**config.mk**
```make
export PLATFORM = sky130hd
export DESIGN_NAME = wb_align_stage
export DESIGN_NICKNAME = d
export VERILOG_FILES = /design/src/rtl/rv_pkg.sv /design/src/rtl/ld_extend.sv /design/src/rtl/wb_align_stage.sv
export SDC_FILE = /design/constraint.sdc
export NUM_CORES = 1
export LEC_CHECK = 0
export CORE_ASPECT_RATIO = 0.5
export CORE_UTILIZATION = 42
export DETAILED_ROUTE_END_ITERATION = 8
export MAX_ROUTING_LAYER = met4
export PLACE_DENSITY = 0.8
export SYNTH_ARGS = -nofsm -noshare
export SYNTH_HDL_FRONTEND = slang
export SYNTH_SLANG_ARGS = --single-unit
```
**constraint.sdc**
```tcl
create_clock -name clk -period 2.2 [get_ports clk]
set_input_delay 0.44 -clock clk [delete_from_list [all_inputs] [get_ports clk]]
set_output_delay 0.44 -clock clk [all_outputs]
set_load 0.01 [all_outputs]
```
**src/rtl/rv_pkg.sv**
```systemverilog
// Shared RV writeback definitions: load funct3 encodings, writeback FSM states,
// and the default datapath width.
package rv_pkg;

    localparam logic [2:0] F3_LB  = 3'b000;
    localparam logic [2:0] F3_LH  = 3'b001;
    localparam logic [2:0] F3_LW  = 3'b010;
    localparam logic [2:0] F3_LD  = 3'b011;
    localparam logic [2:0] F3_LBU = 3'b100;
    localparam logic [2:0] F3_LHU = 3'b101;
    localparam logic [2:0] F3_LWU = 3'b110;

    localparam int XLEN_DEFAULT = 32;

    typedef enum logic {
        IDLE     = 1'b0,
        WAIT_MEM = 1'b1
    } state_t;

endpackage

```
**src/rtl/ld_extend.sv**
```systemverilog
// Combinational load aligner: shifts read data by the byte offset, then sign- or
// zero-extends by funct3 and flags misaligned or unsupported widths.
module ld_extend
    import rv_pkg::*;
#(
    parameter  int XLEN  = XLEN_DEFAULT,
    localparam int OFF_W = $clog2(XLEN / 8)
) (
    input  logic [XLEN-1:0]  d_out,
    input  logic [OFF_W-1:0] addr_lo,
    input  logic [2:0]       f3,
    output logic [XLEN-1:0]  ld_val,
    output logic             misalign,
    output logic             illegal
);

    logic        [XLEN-1:0] sh;
    logic signed [7:0]      b_s;
    logic signed [15:0]     h_s;
    logic signed [31:0]     w_s;

    assign sh  = d_out >> {addr_lo, 3'b000};
    assign b_s = signed'(sh[7:0]);
    assign h_s = signed'(sh[15:0]);
    assign w_s = signed'(sh[31:0]);

    // Signed size casts perform the sign extension; unsigned casts zero-extend.
    always_comb begin
        ld_val   = '0;
        misalign = 1'b0;
        illegal  = 1'b0;
        case (f3)
            F3_LB:  ld_val = XLEN'(b_s);
            F3_LH: begin
                ld_val   = XLEN'(h_s);
                misalign = addr_lo[0];
            end
            F3_LW: begin
                ld_val   = XLEN'(w_s);
                misalign = |addr_lo[1:0];
            end
            F3_LBU: ld_val = XLEN'(sh[7:0]);
            F3_LHU: begin
                ld_val   = XLEN'(sh[15:0]);
                misalign = addr_lo[0];
            end
            F3_LD: begin
                if (XLEN == 64) begin
                    ld_val   = sh;
                    misalign = |addr_lo;
                end else begin
                    illegal = 1'b1;
                end
            end
            F3_LWU: begin
                if (XLEN == 64) begin
                    ld_val   = XLEN'(sh[31:0]);
                    misalign = |addr_lo[1:0];
                end else begin
                    illegal = 1'b1;
                end
            end
            default: illegal = 1'b1;
        endcase
    end

endmodule

```
**src/rtl/wb_align_stage.sv**
```systemverilog
// RV writeback stage: retires ALU results and aligned memory loads to the register file.
// Optional macro WB_FWD_EN adds a bypass (rs1/rs2 hit detection) off the registered outputs.
module wb_align_stage
    import rv_pkg::*;
#(
    parameter  int XLEN   = XLEN_DEFAULT,
    parameter  int REG_AW = 5,
    localparam int OFF_W  = $clog2(XLEN / 8)
) (
    input  logic              clk,
    input  logic              rst,
    input  logic              in_valid,
    output logic              in_ready,
    input  logic [REG_AW-1:0] alu_rd,
    input  logic [XLEN-1:0]   alu_result,
    input  logic              alu_reg_w_en,
    input  logic              ld_en,
    input  logic [2:0]        f3,
    input  logic [OFF_W-1:0]  addr_lo,
    input  logic [XLEN-1:0]   d_out,
    input  logic              d_valid,
`ifdef WB_FWD_EN
    input  logic [REG_AW-1:0] rs1,
    input  logic [REG_AW-1:0] rs2,
    output logic              fwd1_hit,
    output logic              fwd2_hit,
    output logic [XLEN-1:0]   fwd_val,
`endif
    output logic              wb_en,
    output logic [REG_AW-1:0] wb_reg,
    output logic [XLEN-1:0]   wb_val,
    output logic              load_fault
);

    state_t             state_q;
    logic [REG_AW-1:0]  rd_q;
    logic [2:0]         f3_q;
    logic [OFF_W-1:0]   addr_lo_q;
    logic               wb_en_q;
    logic [REG_AW-1:0]  wb_reg_q;
    logic [XLEN-1:0]    wb_val_q;
    logic               load_fault_q;

    logic [XLEN-1:0]    ld_val;
    logic               misalign;
    logic               illegal;
    logic               fault_d;
    logic               ld_wr_d;
    logic               alu_wr_d;

    // The extender sees the captured load attributes; only d_out is live.
    ld_extend #(.XLEN(XLEN)) u_ld_extend (
        .d_out    (d_out),
        .addr_lo  (addr_lo_q),
        .f3       (f3_q),
        .ld_val   (ld_val),
        .misalign (misalign),
        .illegal  (illegal)
    );

    assign fault_d  = misalign | illegal;
    assign ld_wr_d  = !fault_d && (rd_q != '0);
    assign alu_wr_d = alu_reg_w_en && (alu_rd != '0);
    assign in_ready = (state_q == IDLE);

    always_ff @(posedge clk) begin
        if (rst) begin
            state_q      <= IDLE;
            rd_q         <= '0;
            f3_q         <= '0;
            addr_lo_q    <= '0;
            wb_en_q      <= 1'b0;
            wb_reg_q     <= '0;
            wb_val_q     <= '0;
            load_fault_q <= 1'b0;
        end else begin
            wb_en_q      <= 1'b0;
            load_fault_q <= 1'b0;
            case (state_q)
                IDLE: begin
                    if (in_valid) begin
                        if (ld_en) begin
                            state_q   <= WAIT_MEM;
                            rd_q      <= alu_rd;
                            f3_q      <= f3;
                            addr_lo_q <= addr_lo;
                        end else if (alu_wr_d) begin
                            wb_en_q  <= 1'b1;
                            wb_reg_q <= alu_rd;
                            wb_val_q <= alu_result;
                        end
                    end
                end
                WAIT_MEM: begin
                    if (d_valid) begin
                        state_q <= IDLE;
                        if (fault_d) begin
                            load_fault_q <= 1'b1;
                            wb_val_q     <= '0;
                        end else if (ld_wr_d) begin
                            wb_en_q  <= 1'b1;
                            wb_reg_q <= rd_q;
                            wb_val_q <= ld_val;
                        end
                    end
                end
                default: state_q <= IDLE;
            endcase
        end
    end

    assign wb_en      = wb_en_q;
    assign wb_reg     = wb_reg_q;
    assign wb_val     = wb_val_q;
    assign load_fault = load_fault_q;

`ifdef WB_FWD_EN
    assign fwd1_hit = wb_en_q && (wb_reg_q == rs1) && (rs1 != '0);
    assign fwd2_hit = wb_en_q && (wb_reg_q == rs2) && (rs2 != '0);
    assign fwd_val  = wb_val_q;
`endif

endmodule

```
# Word-level counts from Yosys, hierarchy flattened
# Index checks and enable logic that the tools add are counted.
[totals] out_inout_bits=40 reg_bits=50
[classes] shifts=1 mux=29 n_bitwise=3 n_reduce_logical=13 eq_ne=11
[ops] cell="32-bit two-way mux" count=6
[ops] cell="32-bit case mux with 5 select lines" count=1
[ops] cell="32-bit case mux with 2 select lines" count=1
[ops] cell="32-bit by 5-bit >> shifter with 32-bit output" count=1
[ops] cell="5-bit two-way mux" count=6
[ops] cell="1-bit two-way mux" count=11
[ops] cell="5-bit case mux with 2 select lines" count=1
[ops] cell="5-bit nonzero test" count=2
[ops] cell="2-bit inequality test (second input constant)" count=4
[ops] cell="3-bit == test (second input constant)" count=2
[ops] cell="1-bit case mux with 2 select lines" count=3
[ops] cell="6-bit AND reduction" count=1
[ops] cell="5-bit AND reduction" count=1
[ops] cell="5-bit OR reduction" count=1
[ops] cell="2-bit by 1-bit inequality test with 1-bit output (second input constant)" count=2
[ops] cell="2-bit OR reduction" count=2
[ops] cell="3-bit by 1-bit == test with 1-bit output (second input constant)" count=1
[ops] cell="3-bit by 2-bit == test with 1-bit output (second input constant)" count=1
[ops] cell="3-bit zero test" count=1
[ops] cell="3-bit by 1-bit inequality test with 1-bit output (second input constant)" count=1
[ops] cell="3-bit AND reduction" count=1
[ops] cell="3-bit OR reduction" count=1
[ops] cell="1-bit logical AND" count=2
[ops] cell="1-bit inverter" count=2
[ops] cell="other kinds (2)" count=2

# Logic depth before layout (Yosys ltp)
# Gate-level depths: netlist of the first run.
[logic_depth] depth_word=10 mapped_depth=7 depth_no_buf=5

# By module
# A second synthesis of the first run with hierarchy kept.
[hier_totals] hier_cells=432 area_unflattened_um2=3568.4
[modules_own_cells] module="wb_align_stage" seq_area_each_um2=1001.0 cells_each=313 n_inst=1 area_per_inst_um2=2617.5
[modules_own_cells] module="ld_extend" seq_area_each_um2=0.0 cells_each=119 n_inst=1 area_per_inst_um2=950.9

# Worst setup path after synthesis of the first run
# Ideal clock, no wire load.
[synth_timing] path_kind="input -> register" startpoint="input port alu_rd[3]" endpoint="register wb_val_q[15], in the netlist wb_val[15]" slack_ns=0.457 setup_time_ns=0.132 path_buffers=1 t_arrival_ns=1.611 stages=6 required_time_ns=2.068 cell_sequence="or4_1 o21ai_2 a22oi_4 buf_6 o2111ai_1 o311ai_1"
[synth_between] elab_chain_len=4
[synth_rtl] item="start, declared" line="wb_align_stage.sv:14" source="input logic [REG_AW-1:0] alu_rd,"
[synth_rtl] item="5-bit nonzero test" line="wb_align_stage.sv:63" source="assign alu_wr_d = alu_reg_w_en && (alu_rd != '0);"
[synth_rtl] item="1-bit logical AND" line="wb_align_stage.sv:63"
[synth_rtl] item="2-bit by 1-bit inequality test with 1-bit output (no line)"
[synth_rtl] item="5-bit AND reduction (no line)"
[synth_rtl] item="end signal, assigned" line="wb_align_stage.sv:90" source="wb_val_q <= alu_result;"
[synth_rtl] item="end signal, assigned" line="wb_align_stage.sv:103" source="wb_val_q <= ld_val;"
[synth_rtl] item="end, declared" line="wb_align_stage.sv:41" source="logic [XLEN-1:0] wb_val_q;"
# No other way between the ends.
# A chain may end at the register's enable or synchronous reset.

# Worst setup path after layout of the first run
[layout_timing] startpoint="input port alu_rd[3]" endpoint="register wb_val_q[24], in the netlist wb_val[24]"
# Same word-level chain as after synthesis.

==> reports/metrics.cfg, run 1 <==
[global_route]
grt_usage_pct=23.5
grt_pass1_wl_mm=13.0
grt_max_degree=52
grt_pass1_vias=2684
antenna_found_initial=0
overflow=0

[job]
max_cap_violations=0

[pwr]
p_sw_uw=699
leakage_uw=0.00170
pwr-share-comb_pct=27.4
seqPwrFrac_pct=39.5
p_clk_share_pct=33.0
pwr_density_cell_mw_per_mm2=576
peakVddDrop_mv=0.273
switching_share_pct=27.2
power.internal_uw=1870

[clocking]
clockBufferDepth=2
root_buffer=clkbuf_16
cts_tree=done
cts.sinks=50
cts_setup_buffers=0
path_clk_slew_ns=0.07
cts_hold_buf=0
cts.htree.levels=2
clkLatencyLatePin_ns=0.29
cts_resized=0
cts_inserted_buffers=5

[sta]
skew_ns=0.00451
setup_viol=0
fin_crit_sh_pct=92.7
holdWs_ns=0.513
max_freq_ghz=0.491
finalHoldViolations=0
drv_slew=0
worst_pin_slew_ns=0.585
period_needed_ns=2.04
slew_headroom_pct=61.0
rsz0062_at_grt=false

[worst_setup_path]
end_kind=flop
critPathLaunchType=input port
worstReg2RegStart=addr_lo_q[0]$_SDFFE_PP0P_
reg2regPathDepth=6
arrival_ns=2.21
timing.rr.end=wb_val[27]$_SDFFE_PP0P_
required_ns=2.37
rrSetupSlack_ns=0.32
critPathKind=input port to flop
cp_max_fo=51

[cells_and_area]
final_util_pct=65.6
num-fill-cells=589
multi_input_area_sq_mm=0.00179
largest_reg_flops=32
drive_above_1_share_pct=10.1
final_nets=553
n_antenna_cell=0
seq_area_sq_mm=0.00100
syn_to_final_growth_pct=48.5

[place]
gp_congestion=0.862
dp_hpwl_mm=6.50
numPortBuffers=119

[logic_synthesis]
syn_area_sq_mm=0.00300
synth_fp_nets=439
synth-seq-cells=50
dominantRegCellSynth=dfxtp_1
ys_warn_count=0
async_reset_ff_share_pct=0
ys_seq_area_share_pct=33.3
synth_cell_types=49
synth_edf_count=0
syn_inst=359
syn_area_per_cell_sq_um=8.37

[floorplan]
die-area_sq_mm=0.00752
fp-row-count=21
die_y_microns=61.8
coreArea_sq_mm=0.00681
start_util_pct=44.1
die_x_microns=122
ioPinCount=120

[detailed_routing]
drt.antenna.violating_nets=0
drc=0
drt-total-wl_mm=8.70
vias=3015
routed_via_density=5.33
wl_per_cell_microns=15.4
drtPass1Iterations=6
drt_iter0_drc=178

[min_path]
hp-start=wb_reg[0]$_SDFFE_PP0P_
hold_path_depth=2
hold_path_class=flop to flop
worst_hold_path.endpoint=wb_reg[0]$_SDFFE_PP0P_

[status]
outcome=finished, final reports clean

-- cell usage after synthesis (9+ instances only) --
cell       n  area (sq um)
mux2i_1   34           340
nor2_1    47           176
and2_1     9          56.3
dfxtp_1   50          1000
buf_2     12          60.1
o21ai_1   35           175
nand2_1   32           120
clkbuf_1  10          37.5
nor2b_1   10          62.6
a31oi_1   23           144
-- power groups by stage --
stage | Sequential, uW | Clock (uW) | Combinational (uW)
final | 1020 | 849 | 706
after global routing | 1020 | 897 | 760
after CTS | 1020 | 864 | 704
after detailed placement | 1040 | 0 | 700
after global placement | 1030 | 0 | 693
after floorplan | 1050 | 0 | 348
-- worst max-delay path: stages --
cell             delay [ns]
clkdlybuf4s50_1        0.41
or4_1                  0.57
o21ai_2                0.22
a22oi_4                0.12
buf_12                 0.19
o21ai_0                0.18
a31oi_1                0.06
-- routing by layer --
layer  up-vias  global-route usage [%]  routed length [microns]
met2        95                    38.8                     4010
met5         -                       -                        0
met3         9                    4.29                      554
li1       1548                       -                        -
met1      1363                    30.6                     4050
met4         0                    5.29                       83
-- worst max-delay path by stage --
stage / startpoint / to / slack, ns / cells past startpoint
floorplan: alu_rd[3] / wb_val[15]$_SDFFE_PP0P_ / 0.46 / 6
global placement: alu_reg_w_en / wb_val[7]$_SDFFE_PP0P_ / -0.08 / 7
detailed placement: alu_rd[3] / wb_val[24]$_SDFFE_PP0P_ / -0.13 / 7
CTS: alu_rd[3] / wb_val[24]$_SDFFE_PP0P_ / 0.17 / 7
global route: alu_rd[3] / wb_val[25]$_SDFFE_PP0P_ / 0.07 / 7
finish: alu_rd[3] / wb_val[24]$_SDFFE_PP0P_ / 0.16 / 7
-- logic make-up after synthesis --
logic type,count (synthesis),share of synthesized area (%)
mux,36,12.2
compound gates,118,27.7
flops,50,33.3
simple gates,119,19.8
buf+inv,36,7.00
-- area by class of cell --
class / instances / share of cell area (%)
multi-input combinational: 273 / 40.2
sequential: 50 / 22.5
clock buffer: 8 / 3.73
tap: 92 / 2.58
inverter: 3 / 0.252
timing repair buffer: 140 / 30.8
-- per-stage QoR --
step	setup TNS (ns)	total power (uW)	area (sq um)	worst slack (ns)	cells
5_1_grt	0	2680	4460	0.0747	566
2_1_floorplan	0	1400	3000	0.457	359
4_1_cts	0	2580	4460	0.174	566
3_5_place_dp	-2.94	1740	4300	-0.134	558
6_report	0	2570	4460	0.162	566
3_3_place_gp	-1.46	1730	4300	-0.0830	558
-- placed cells by master (no fill, tap or decap), types with 2 or more instances in the layout --
| cell | instances |
|---|---|
| a211oi_1 | 6 |
| dfxtp_1 | 49 |
| clkdlybuf4s50_1 | 119 |
| a211oi_2 | 7 |
| or4_1 | 2 |
| clkbuf_8 | 3 |
| mux2i_1 | 34 |
| and2_1 | 9 |
| nor2b_1 | 10 |
| inv_1 | 2 |
| nor2_1 | 47 |
| o21a_1 | 7 |
| o31ai_1 | 7 |
| o21ai_1 | 35 |
| clkbuf_16 | 5 |
| buf_4 | 19 |
| a211o_1 | 7 |
| nand2_1 | 32 |
| o21ai_0 | 5 |
| a31oi_1 | 23 |
| buf_12 | 2 |
| a32oi_1 | 7 |
| nand2b_1 | 3 |
| a22oi_1 | 2 |
| nand3b_1 | 7 |
(Power assumes the default switching activity.)
==> run 2: changes to the inputs <==
Settings changed: CORE_UTILIZATION 42 to 44, PLACE_DENSITY 0.8 to 0.83.
==> run 2 against run 1 <==
  * Register-to-register slack worse by 0.08 ns
  * First-iteration DRC count is 16% higher
  * Non-clock buffer count is 2 lower
  * Critical path depth stayed put
  * Die area is 4.4% lower
  * Routed wire length is 3.8% higher
  * Clock power is 4.7% higher
==> reports/metrics.cfg, run 2 (synthesis results as in run 1) <==
[status]
outcome=finished, final reports clean

[global_route]
grt_max_degree=34  ; -35%
grt_usage_pct=26.6  ; +3.1 points
grt_pass1_vias=2826  ; +5.3%
antenna_found_initial=0  ; unchanged
overflow=0  ; unchanged
grt_pass1_wl_mm=14.3  ; +10%

[cells_and_area]
final_common_cell=clkdlybuf4s50_1
final_nets=551  ; -0.36%
final_cell_mix=119 x clkdlybuf4s50_1, 49 x dfxtp_1, 47 x nor2_1
drive_above_1_share_pct=9.75  ; -0.38 points
largest_reg_flops=32  ; unchanged
final_util_pct=70.3  ; +4.8 points
n_antenna_cell=0  ; unchanged
syn_to_final_growth_pct=48.2

[sta]
drv_slew=0  ; unchanged
max_freq_ghz=0.505  ; +2.9%
worst_pin_slew_ns=0.492  ; -0.0924 ns
setup_viol=0  ; unchanged
slew_headroom_pct=67.0  ; +6.0 points
skew_ns=0.00800  ; +0.00348 ns
rsz0062_at_grt=false
finalHoldViolations=0  ; unchanged
period_needed_ns=1.98  ; -0.0569 ns
fin_setup_tns_ns=0  ; unchanged
fin_crit_sh_pct=90.1  ; -2.6 points

[detailed_routing]
drt.antenna.violating_nets=0  ; unchanged
drt_iter0_drc=207  ; +16%
drtPass1Iterations=5  ; -1
routed_via_density=5.55  ; +4.2%
wl_per_cell_microns=16.1  ; +4.9%
drt-total-wl_mm=9.03  ; +3.8%
vias=3108  ; +3.1%
drc=0  ; unchanged

[place]
dp_hpwl_mm=6.67  ; +2.5%
gp_congestion=0.912  ; +5.8%
numPortBuffers=119  ; unchanged

[clocking]
cts_inserted_buffers=5  ; unchanged
clockBufferDepth=2  ; unchanged
cts.htree.levels=2  ; unchanged
clkLatencyLatePin_ns=0.30  ; about the same
cts_setup_buffers=0  ; unchanged
cts.sinks=50  ; unchanged
cts_tree=done
root_buffer=clkbuf_16
path_clk_slew_ns=0.07  ; about the same
cts_resized=0  ; unchanged
cts_hold_buf=0  ; unchanged

[floorplan]
ioPinCount=120  ; unchanged
fp-row-count=20  ; -4.8%
die_x_microns=119  ; -2.3%
die-area_sq_mm=0.00718  ; -4.4%
coreArea_sq_mm=0.00633  ; -7.0%
start_util_pct=47.5  ; +3.3 points
die_y_microns=60.4  ; -2.2%

[worst_setup_path]
end_kind=flop
critPathLaunchType=input port
required_ns=2.36  ; about the same
arrival_ns=2.15  ; -0.06 ns
critPathKind=input port to flop
cp_max_fo=32  ; -37%

[pwr]
peakVddDrop_mv=0.317  ; +16%
pwr_density_cell_mw_per_mm2=588  ; +2.0%
leakage_uw=0.00169  ; -0.35%

[job]
max_cap_violations=0  ; unchanged

[min_path]
hold_path_class=flop to flop

## run 2: worst max-delay path, stage by stage
cell and delay [ns]:
clkdlybuf4s50_1 0.41, or4_1 0.55, o21ai_2 0.21, a22oi_4 0.13
buf_12 0.18, o21ai_1 0.16, a31oi_1 0.06
## run 2: power breakdown
group          internal, uW  switching [uW]  total [uW]
clock                   533             356         889
combinational           389             321         710
sequential              970            48.0        1020
## run 2: path summary, 6_finish.rpt
check	slack, ns	start	to	cells past startpoint
setup / recovery	0.22	alu_rd[3]	wb_val[11]$_SDFFE_PP0P_	7
hold / removal	0.51	wb_val[15]$_SDFFE_PP0P_	wb_val[15]$_SDFFE_PP0P_	2
hold reg to reg	0.51	wb_val[15]$_SDFFE_PP0P_	wb_val[15]$_SDFFE_PP0P_	2
setup reg to reg	0.24	addr_lo_q[0]$_SDFFE_PP0P_	wb_val[11]$_SDFFE_PP0P_	5
## run 2: layer usage
layer / vias to the layer above / wire, microns / GRT usage, %
met4: 0 / 74 / 8.14
met1: 1458 / 4240 / 34.4
met5: - / 0 / -
met2: 99 / 4190 / 42.9
li1: 1543 / - / -
met3: 8 / 532 / 5.36
## run 2: stage by stage
| step | hold slack, ns | instance area, sq um | power (uW) | std cells | worst slack, ns |
|---|---|---|---|---|---|
| 2_1_floorplan | 0.477 | 3000 | 1400 | 359 | 0.457 |
| 6_report | 0.507 | 4450 | 2620 | 560 | 0.218 |
| 3_3_place_gp | 0.479 | 4290 | 1730 | 552 | -0.0354 |
| 5_1_grt | 0.529 | 4450 | 2720 | 560 | 0.115 |
| 3_5_place_dp | 0.485 | 4290 | 1740 | 552 | -0.0779 |
| 4_1_cts | 0.503 | 4450 | 2620 | 560 | 0.213 |
## run 2: area by class of cell
class                           count  area, sq um
Clock buffer                        5          125
Fill cell                         513         1880
Sequential cell                    50         1000
Multi-Input combinational cell    273         1790
Timing Repair Buffer              138         1370
Clock inverter                      3         40.0
Tap cell                           88          110
Inverter                            3         11.3
==> run 3: changes to the inputs <==
Settings changed: CORE_MARGIN from default to 3, TNS_END_PERCENT from default to 30.
==> run 3 against run 2 <==
  * Power shrank 4.1%
  * Combinational power grew 0.6%
  * Routed wire length shrank 1.5%
  * Sequential share of layout area is essentially flat
  * Final cell count grew 0.36%
  * Cell area is essentially flat
  * Sequential power is essentially flat
  * Via count shrank 3.4%
  * Die area grew 10%
  * Clock power shrank 12%
==> reports/metrics.cfg, run 3 (synthesis results as in run 1) <==
[status]
outcome=finished, final reports clean

[floorplan]
ioPinCount=120  ; unchanged
die-area_sq_mm=0.00792  ; +10%
coreArea_sq_mm=0.00633  ; unchanged
die_y_microns=64.4  ; +6.6%
fp-row-count=20  ; unchanged
die_x_microns=123  ; +3.4%
start_util_pct=47.5  ; unchanged

[detailed_routing]
drt-total-wl_mm=8.90  ; -1.5%
wl_per_cell_microns=15.8  ; -1.9%
drt.antenna.violating_nets=0  ; unchanged
vias=3002  ; -3.4%
drtPass1Iterations=4  ; -1
drt_iter0_drc=226  ; +9.2%
drc=0  ; unchanged
routed_via_density=5.34  ; -3.8%

[clocking]
root_buffer=clkbuf_16
cts.htree.levels=2  ; unchanged
cts_inserted_buffers=5  ; unchanged
clockBufferDepth=2  ; unchanged
clkLatencyLatePin_ns=0.30  ; about the same
cts.sinks=50  ; unchanged
cts_setup_buffers=0  ; unchanged
path_clk_slew_ns=0.07  ; about the same
cts_resized=0  ; unchanged
cts_hold_buf=0  ; unchanged
cts_tree=done

[cells_and_area]
final_nets=553  ; +0.36%
final_cell_mix=119 x clkdlybuf4s50_1, 49 x dfxtp_1, 47 x nor2_1
final_common_cell=clkdlybuf4s50_1
largest_reg_flops=32  ; unchanged
design_area_sq_mm=0.00445  ; about the same
syn_to_final_growth_pct=48.1  ; about the same
drive_above_1_share_pct=10.1  ; +0.38 points
n_antenna_cell=0  ; unchanged
final_util_pct=70.3  ; about the same
num-fill-cells=505  ; -1.6%

[place]
numPortBuffers=119  ; unchanged
gp_congestion=0.913  ; +0.12%
dp_hpwl_mm=6.81  ; +2.1%
place_area_sq_mm=0.00430  ; +0.35%

[pwr]
pwr-share-comb_pct=28.5  ; +1.4 points
seqPwrFrac_pct=40.4  ; +1.5 points
p_clk_share_pct=31.1  ; -2.9 points
switching_share_pct=28.9  ; +1.2 points
p_sw_uw=726  ; +0.19%
leakage_uw=0.00169  ; -0.28%
pwr_density_cell_mw_per_mm2=564  ; -4.0%
peakVddDrop_mv=0.414  ; +31%
p_total_uw=2510  ; -4.1%
power.internal_uw=1780  ; -5.7%

[worst_setup_path]
path_cells=clkdlybuf4s50_1 > or4_1 > o21ai_2 > a22oi_4 > buf_12 > o21ai_0 > a31oi_1
cp_max_fo=30  ; -6.3%
required_ns=2.38  ; +0.02 ns
arrival_ns=2.18  ; +0.03 ns
end_kind=flop
critPathKind=input port to flop
critPathLaunchType=input port
critical-path-max-stage-delay_ns=0.56  ; about the same
reg2regPathDepth=6  ; +1
slowest_stage=or4_1

[global_route]
grt_pass1_wl_mm=14.2  ; -0.68%
antenna_found_initial=0  ; unchanged
met1_usage_pct=31.9  ; -2.4 points
overflow=0  ; unchanged
grt_pass1_vias=2836  ; +0.35%
grt_usage_pct=23.2  ; -3.4 points
grtUsageMet3_pct=5.23  ; -0.13 points
grt_max_degree=39  ; +15%
grt_busiest_layer=met2
met2_usage_pct=34.9  ; -8.0 points

[sta]
fin_crit_sh_pct=90.8  ; +0.75 points
slew_headroom_pct=67.4  ; +0.40 points
fin_setup_tns_ns=0  ; unchanged
period_needed_ns=2.00  ; +0.0166 ns
max_freq_ghz=0.500  ; -0.83%
worst_pin_slew_ns=0.486  ; -0.00596 ns
finalHoldViolations=0  ; unchanged
rsz0062_at_grt=false
holdWs_ns=0.511  ; +0.00440 ns
skew_ns=0.00857  ; +0.000570 ns
drv_slew=0  ; unchanged
setup_viol=0  ; unchanged

[min_path]
hold_path_depth=2  ; unchanged
hold_path_class=flop to flop

[job]
max_cap_violations=0  ; unchanged

[run 3: cell types whose count changed in the layout (fill, tap and decap cells not counted)]
cell / delta
bufinv_16: -1
clkinv_2: -1
clkinv_4: +1
clkinvlp_4: +1
buf_4: +2
[run 3: power groups by stage]
stage	Sequential, uW	Clock [uW]	Combinational [uW]
6_report	1010	781	714
5_1_grt	1020	826	774
4_1_cts	1010	791	713
3_5_place_dp	1030	0	710
3_3_place_gp	1030	0	699
2_1_floorplan	1050	0	348
[run 3: routing by layer]
| metal | routed length (microns) | vias up |
|---|---|---|
| met5 | 0 | - |
| met4 | 89 | 0 |
| met3 | 449 | 9 |
| met2 | 4070 | 76 |
| met1 | 4290 | 1376 |
| li1 | - | 1541 |
[run 3: through the flow]
step / setup slack, ns / std cells
after floorplan: 0.457 / 359
after global placement: -0.0519 / 554
after detailed placement: -0.0909 / 554
after CTS: 0.204 / 562
after global routing: 0.121 / 562
final: 0.202 / 562
[run 3: critical path: cells and delay by family]
| family | cells | cell delay, ns |
|---|---|---|
| AO/OA/AOI/OAI | 4 | 0.59 |
| buffers and inverters | 2 | 0.59 |
| AND/OR/NAND/NOR | 1 | 0.56 |
[run 3: path summary, 6_finish.rpt]
check	startpoint	to	slack [ns]
setup reg to reg	addr_lo_q[0]$_SDFFE_PP0P_	wb_val[16]$_SDFFE_PP0P_	0.27
hold / removal	wb_reg[0]$_SDFFE_PP0P_	wb_reg[0]$_SDFFE_PP0P_	0.51
setup / recovery	alu_rd[3]	wb_val[25]$_SDFFE_PP0P_	0.20
hold reg to reg	wb_reg[0]$_SDFFE_PP0P_	wb_reg[0]$_SDFFE_PP0P_	0.51
[run 3: cell type report]
cell class                      count  area (sq um)  share of cell area (%)
Clock buffer                        5           125                    2.81
Clock inverter                      3          21.3                   0.478
Multi-Input combinational cell    273          1790                    40.3
Timing Repair Buffer              140          1390                    31.2
Sequential cell                    50          1000                    22.5
Inverter                            3          11.3                   0.253
Tap cell                           88           110                    2.47
